===== src/rtl/keypad_pkg.sv =====
// Shared key codes, key classification and FSM state type for the keypad entry block.
package keypad_pkg;

  localparam logic [3:0] KEY_0    = 4'h0;
  localparam logic [3:0] KEY_1    = 4'h1;
  localparam logic [3:0] KEY_2    = 4'h2;
  localparam logic [3:0] KEY_3    = 4'h3;
  localparam logic [3:0] KEY_4    = 4'h4;
  localparam logic [3:0] KEY_5    = 4'h5;
  localparam logic [3:0] KEY_6    = 4'h6;
  localparam logic [3:0] KEY_7    = 4'h7;
  localparam logic [3:0] KEY_8    = 4'h8;
  localparam logic [3:0] KEY_9    = 4'h9;
  localparam logic [3:0] KEY_STAR = 4'hA;
  localparam logic [3:0] KEY_HASH = 4'hB;
  localparam logic [3:0] KEY_NONE = 4'hF;

  typedef enum logic {
    S_RELEASED = 1'b0,
    S_PRESSED  = 1'b1
  } state_t;

  function automatic logic is_digit(input logic [3:0] code);
    return (code <= KEY_9);
  endfunction

endpackage


===== src/rtl/key_debounce.sv =====
// Debounces a W-bit scanner code; codes C..E are folded to F (none) before any comparison.
// The stable output already reflects the sample being taken this cycle, so downstream logic
// acting on it in the same edge sees a new key exactly DEBOUNCE en-cycles after it first appears.
module key_debounce #(
  parameter int W        = 4,
  parameter int DEBOUNCE = 3
) (
  input  logic         clk,
  input  logic         rst,
  input  logic         en,
  input  logic [W-1:0] din,
  output logic [W-1:0] stable
);

  localparam logic [4:0]   DEB       = 5'(DEBOUNCE);
  localparam logic [W-1:0] CODE_NONE = '1;
  localparam logic [W-1:0] CODE_C    = W'(12);

  logic [W-1:0] w_din;
  logic [W-1:0] r_cand;
  logic [W-1:0] r_stable;
  logic [4:0]   r_cnt;
  logic [4:0]   w_run;
  logic         w_hit;

  always_comb begin
    w_din = din;
    if ((din >= CODE_C) && (din != CODE_NONE)) w_din = CODE_NONE;
    w_run  = (w_din == r_cand) ? (r_cnt + 5'd1) : 5'd1;
    w_hit  = en && (w_run >= DEB);
    stable = w_hit ? w_din : r_stable;
  end

  always_ff @(posedge clk or posedge rst) begin
    if (rst) begin
      r_cand   <= CODE_NONE;
      r_cnt    <= 5'd0;
      r_stable <= CODE_NONE;
    end else if (en) begin
      r_cand <= w_din;
      r_cnt  <= (w_run > DEB) ? DEB : w_run;
      if (w_hit) r_stable <= w_din;
    end
  end

endmodule


===== src/rtl/keypad_entry.sv =====
// Keypad entry: debounced press detection, BCD entry buffer, '#' commit and '*' edit.
// KEYPAD_ENTRY_BACKSPACE_EN selects '*' = delete newest digit; otherwise '*' clears the buffer.
module keypad_entry
  import keypad_pkg::*;
#(
  parameter int DIGITS   = 4,
  parameter int DEBOUNCE = 3
) (
  input  logic                clk,
  input  logic                rst,
  input  logic                en,
  input  logic [3:0]          key,
  output logic [4*DIGITS-1:0] buf_digits,
  output logic [3:0]          buf_count,
  output logic [4*DIGITS-1:0] value,
  output logic [3:0]          value_count,
  output logic                value_valid,
  output logic                overflow,
  output logic [3:0]          press_code
);

  localparam int         BUF_W   = 4 * DIGITS;
  localparam logic [3:0] CNT_MAX = 4'(DIGITS);

  logic [3:0]       w_stable;
  state_t           r_state;
  state_t           w_state_nxt;
  logic             w_press;
  logic [BUF_W-1:0] r_buf;
  logic [3:0]       r_count;
  logic [BUF_W-1:0] r_value;
  logic [3:0]       r_vcount;
  logic             r_valid;
  logic             r_ovf;
  logic [3:0]       r_press_code;

  key_debounce #(
    .W        (4),
    .DEBOUNCE (DEBOUNCE)
  ) u_debounce (
    .clk    (clk),
    .rst    (rst),
    .en     (en),
    .din    (key),
    .stable (w_stable)
  );

  always_ff @(posedge clk or posedge rst) begin
    if (rst) r_state <= S_RELEASED;
    else     r_state <= w_state_nxt;
  end

  // One press event per key-down; a different code while held is ignored until release.
  always_comb begin
    w_state_nxt = r_state;
    w_press     = 1'b0;
    if (en) begin
      case (r_state)
        S_RELEASED: begin
          if (w_stable != KEY_NONE) begin
            w_press     = 1'b1;
            w_state_nxt = S_PRESSED;
          end
        end
        S_PRESSED: begin
          if (w_stable == KEY_NONE) w_state_nxt = S_RELEASED;
        end
      endcase
    end
  end

  always_ff @(posedge clk or posedge rst) begin
    if (rst) begin
      r_buf        <= '0;
      r_count      <= 4'd0;
      r_value      <= '0;
      r_vcount     <= 4'd0;
      r_valid      <= 1'b0;
      r_ovf        <= 1'b0;
      r_press_code <= KEY_NONE;
    end else begin
      r_valid <= 1'b0;
      if (w_press) begin
        r_press_code <= w_stable;
        if (is_digit(w_stable)) begin
          if (r_count < CNT_MAX) begin
            r_buf   <= (r_buf << 4) | BUF_W'(w_stable);
            r_count <= r_count + 4'd1;
          end else begin
            r_ovf <= 1'b1;
          end
        end else if (w_stable == KEY_HASH) begin
          r_value  <= r_buf;
          r_vcount <= r_count;
          r_valid  <= 1'b1;
          r_buf    <= '0;
          r_count  <= 4'd0;
          r_ovf    <= 1'b0;
        end else if (w_stable == KEY_STAR) begin
`ifdef KEYPAD_ENTRY_BACKSPACE_EN
          if (r_count != 4'd0) begin
            r_buf   <= r_buf >> 4;
            r_count <= r_count - 4'd1;
          end
          r_ovf <= 1'b0;
`else
          r_buf   <= '0;
          r_count <= 4'd0;
          r_ovf   <= 1'b0;
`endif
        end
      end
    end
  end

  assign buf_digits  = r_buf;
  assign buf_count   = r_count;
  assign value       = r_value;
  assign value_count = r_vcount;
  assign value_valid = r_valid;
  assign overflow    = r_ovf;
  assign press_code  = r_press_code;

endmodule


===== config.mk =====
export PLATFORM = sky130hd
export DESIGN_NAME = keypad_entry
export DESIGN_NICKNAME = d
export VERILOG_FILES = /design/src/rtl/keypad_pkg.sv /design/src/rtl/key_debounce.sv /design/src/rtl/keypad_entry.sv
export SDC_FILE = /design/constraint.sdc
export NUM_CORES = 1
export LEC_CHECK = 0
export BUFFER_PORTS_ARGS = -buffer_cell sky130_fd_sc_hd__buf_2
export CORE_AREA = 2 2 74 76
export DETAILED_ROUTE_END_ITERATION = 6
export DIE_AREA = 0 0 76 78
export PLACE_DENSITY = 0.83
export REMOVE_ABC_BUFFERS = 1
export SETUP_SLACK_MARGIN = 0.2
export SYNTH_ARGS = -nofsm -noshare
export SYNTH_HDL_FRONTEND = slang
export SYNTH_SLANG_ARGS = --single-unit

===== constraint.sdc =====
create_clock -name clk -period 4.7 [get_ports clk]
set_clock_uncertainty 0.2 [all_clocks]
set_input_delay 0.47 -clock clk [delete_from_list [all_inputs] [get_ports clk]]
set_output_delay 0.47 -clock clk [all_outputs]
set_load 0.005 [all_outputs]

==> impl_metrics.toml <==
[synth]
synth_compound_area_share_pct = 14.3
mapped_cell_area_um2 = 2740
yosys_warnings = 0
post_synth.cell_area_avg_um2 = 13.6
synth_top_family_by_area = "multiplexers"
synthCells = 201
post_synth_xor_area_fraction_pct = 0.639
synth.area.mux_share_pct = 15.3
synth.distinct_cells = 50
synth_edf_count = 0
synth_adder_area_share_pct = 0.913
postSynth.asyncResetShare_pct = 100
postSynthRegisterBits = 60
synth.yosys.seq_area_share_pct = 55.3
synthSimpleGateAreaFrac_pct = 9.09
synth-main-ff-cell = "sky130_fd_sc_hd__dfrtp_1"

[place]
dpl_worst_slack_ns = 1.38
place_hpwl_mm = 3.33
finalWeightedCongestion = 0.803
portBuffers = 52

[clocking]
cts_tree = "built"
cts.clk_slew.worst_paths_ns = 0.06
max-clock-path-buffers = 2
clockRootBuffer = "sky130_fd_sc_hd__clkbuf_8"
post_cts.resized_instances = 0
clock_tree.htree_level_count = 3
later_pin_clock_latency_in_the_skew_report_ns = 0.34
holdBufCountCts = 0
cts.sink_count = 60
post-cts-setup-buffer-count = 0
total_clock_buffers_created_by_cts = 9

[setup_path]
worst_reg2reg_setup_slack_ns = 1.43
timing.critical_path.from_type = "register"
worstPathMaxFanout = 19
critPathCaptureType = "register"
crit_arrival_ns = 3.29
cp_data_required_time_ns = 4.72
setup.worst_path.class = "register to register"

[global_routing]
via_count_of_the_first_global_routing_pass = 1648
globalRouteOverflowTotal = 0
grt_first_pass_wirelength_mm = 8.10
track_usage_pct = 17.6
pin_count_of_the_biggest_net_entering_global_routing = 61
initial_antenna_violation_count = 0

[floorplan]
floorplan.io_pins = 53
core_area_um2 = 5040
floorplan.initialDensity_pct = 54.3
dieArea_um2 = 5930
die_h_um = 78
die_w_um = 76
floorplan.rows = 26

[routing]
first_iter_violations = 59
vias_per_cell = 5.30
drt_drc_violations_left = 0
num_vias = 1748
wl_mm = 4.84
antenna_left = 0
post_drt_wl_per_cell_um = 14.7
drtPass1Iterations = 4

[timing]
finalMaxSlewViolations = 0
maxSlewHeadroom_pct = 40.4
worst_slew_pin_slew_ns = 0.888
hold_viol_final = 0
finalSetupViolCount = 0
tns_ns = 0
post-route-period-util_pct = 69.6
rsz0062_at_grt = "no"
period_needed_ns = 3.27
fmaxAchievable_ghz = 0.306
finalWorstSetupSlack_ns = 1.43

[layout]
final_common_cell = "sky130_fd_sc_hd__buf_2"
fillCellCount = 394
antenna_cells_inserted = 0
postLayoutCoreUtil_pct = 64.1
drive_gt1_share_pct = 48.5
mostFrequentLayoutCells = "sky130_fd_sc_hd__buf_2 (52), sky130_fd_sc_hd__dfrtp_1 (48), sky130_fd_sc_hd__mux2_4 (19), sky130_fd_sc_hd__a22o_1 (17), sky130_fd_sc_hd__dfstp_2 (12)"
synthToLayoutAreaGrowth_pct = 18.0
num-nets-final = 264

[outcome]
run_status = "finished, final reports clean"

[power]
areal_power_density_over_the_cells_nw_per_um2 = 447
ir_worst_vdd_mv = 0.246
total_leakage_power_nw = 1.67

[worst_hold_path]
hp-class = "input port to asynchronous set/reset pin"

[run]
number_of_maximum_capacitance_constraint_violations = 0
[synth_stat cells, types with 4 or more instances]
cell | n | share of area (%)
sky130_fd_sc_hd__dfrtp_1 | 48 | 44
sky130_fd_sc_hd__nor2b_1 | 4 | 0.91
sky130_fd_sc_hd__mux2_2 | 10 | 4.1
sky130_fd_sc_hd__a21oi_1 | 4 | 0.73
sky130_fd_sc_hd__a22o_1 | 17 | 5.4
sky130_fd_sc_hd__mux2_4 | 19 | 10
sky130_fd_sc_hd__inv_1 | 7 | 0.96
sky130_fd_sc_hd__buf_6 | 4 | 1.6
sky130_fd_sc_hd__nand2_1 | 7 | 0.96
sky130_fd_sc_hd__dfstp_2 | 12 | 12
sky130_fd_sc_hd__o21ai_0 | 5 | 0.91
sky130_fd_sc_hd__nor2_1 | 9 | 1.2
[final cells by class]
type                            instances  area, µm²  share of cell area (%)
Clock buffer                           10        138                    4.26
Timing Repair Buffer                   54        275                    8.51
Multi-Input combinational cell        123       1100                    34.1
Clock inverter                          6       87.6                    2.71
Sequential cell                        60       1520                    46.9
Tap cell                               70       87.6                    2.71
Inverter                                7       26.3                   0.813
[registers in the layout (all words and copies together), names as in the netlist, 4 cells and up]
signal	count
buf_digits	16
buf_count	4
value	16
value_count	4
press_code	4
u_debounce.r_stable	4
u_debounce.r_cand	4
u_debounce.r_cnt	5
[worst paths after layout]
path / startpoint / endpoint / cells past startpoint
setup reg to reg: u_debounce.r_cnt[0]$_DFFE_PP0P_ / buf_digits[1]$_DFFE_PP0P_ / 8
max in group asynchronous: rst / overflow$_DFFE_PP0P_ / 3
hold reg to reg: press_code[2]$_DFFE_PP1P_ / press_code[2]$_DFFE_PP1P_ / 2
setup / recovery: u_debounce.r_cnt[0]$_DFFE_PP0P_ / buf_digits[1]$_DFFE_PP0P_ / 8
min in group clk: key[0] / u_debounce.r_cand[0]$_DFFE_PP1P_ / 3
hold / removal: rst / u_debounce.r_cnt[3]$_DFFE_PP0P_ / 3
[kinds of logic after synthesis]
family | after synthesis
muxes | 31
buffers and inverters | 18
DFF | 60
and+or+nand+nor | 42
adders and majority gates | 2
xor gates and xnor gates | 2
AOI/OAI and AO/OA | 46
[critical path, stage by stage (launching register included)]
cell                        delay, ns
sky130_fd_sc_hd__dfrtp_1         0.43
sky130_fd_sc_hd__ha_1            0.23
sky130_fd_sc_hd__and2_1          0.17
sky130_fd_sc_hd__a21oi_1         0.23
sky130_fd_sc_hd__o2111ai_1       0.17
sky130_fd_sc_hd__a21oi_2         0.44
sky130_fd_sc_hd__or2_2           0.21
sky130_fd_sc_hd__a311o_1         0.69
sky130_fd_sc_hd__mux2_1          0.38
[power by group]
| part | switching (mW) | total, mW | internal, mW |
|---|---|---|---|
| logic | 0.110 | 0.243 | 0.133 |
| clock network | 0.201 | 0.513 | 0.313 |
| registers | 0.0765 | 0.689 | 0.613 |
[metal layers]
layer | vias to the layer above | wire length [µm] | GRT usage, % | part of all wire [%]
met3 | 9 | 194 | 4.77 | 4.0
met4 | 0 | 88 | 9.64 | 1.8
li1 | 843 | - | - | -
met2 | 38 | 2280 | 26.2 | 47
met5 | - | 0 | 0 | 0
met1 | 858 | 2270 | 23.5 | 47
[stage by stage]
| stage | std cells | power [mW] | cell area [µm²] | hold WS [ns] |
|---|---|---|---|---|
| 4_1_cts | 330 | 1.46 | 3230 | 0.160 |
| 5_1_grt | 330 | 1.52 | 3230 | 0.212 |
| 6_report | 330 | 1.45 | 3230 | 0.144 |
| 3_3_place_gp | 314 | 0.932 | 3010 | 0.262 |
| 3_5_place_dp | 314 | 0.946 | 3010 | 0.281 |
| 2_1_floorplan | 190 | 0.825 | 2650 | 0.259 |
Note: power is estimated with default switching activity, not from simulation.
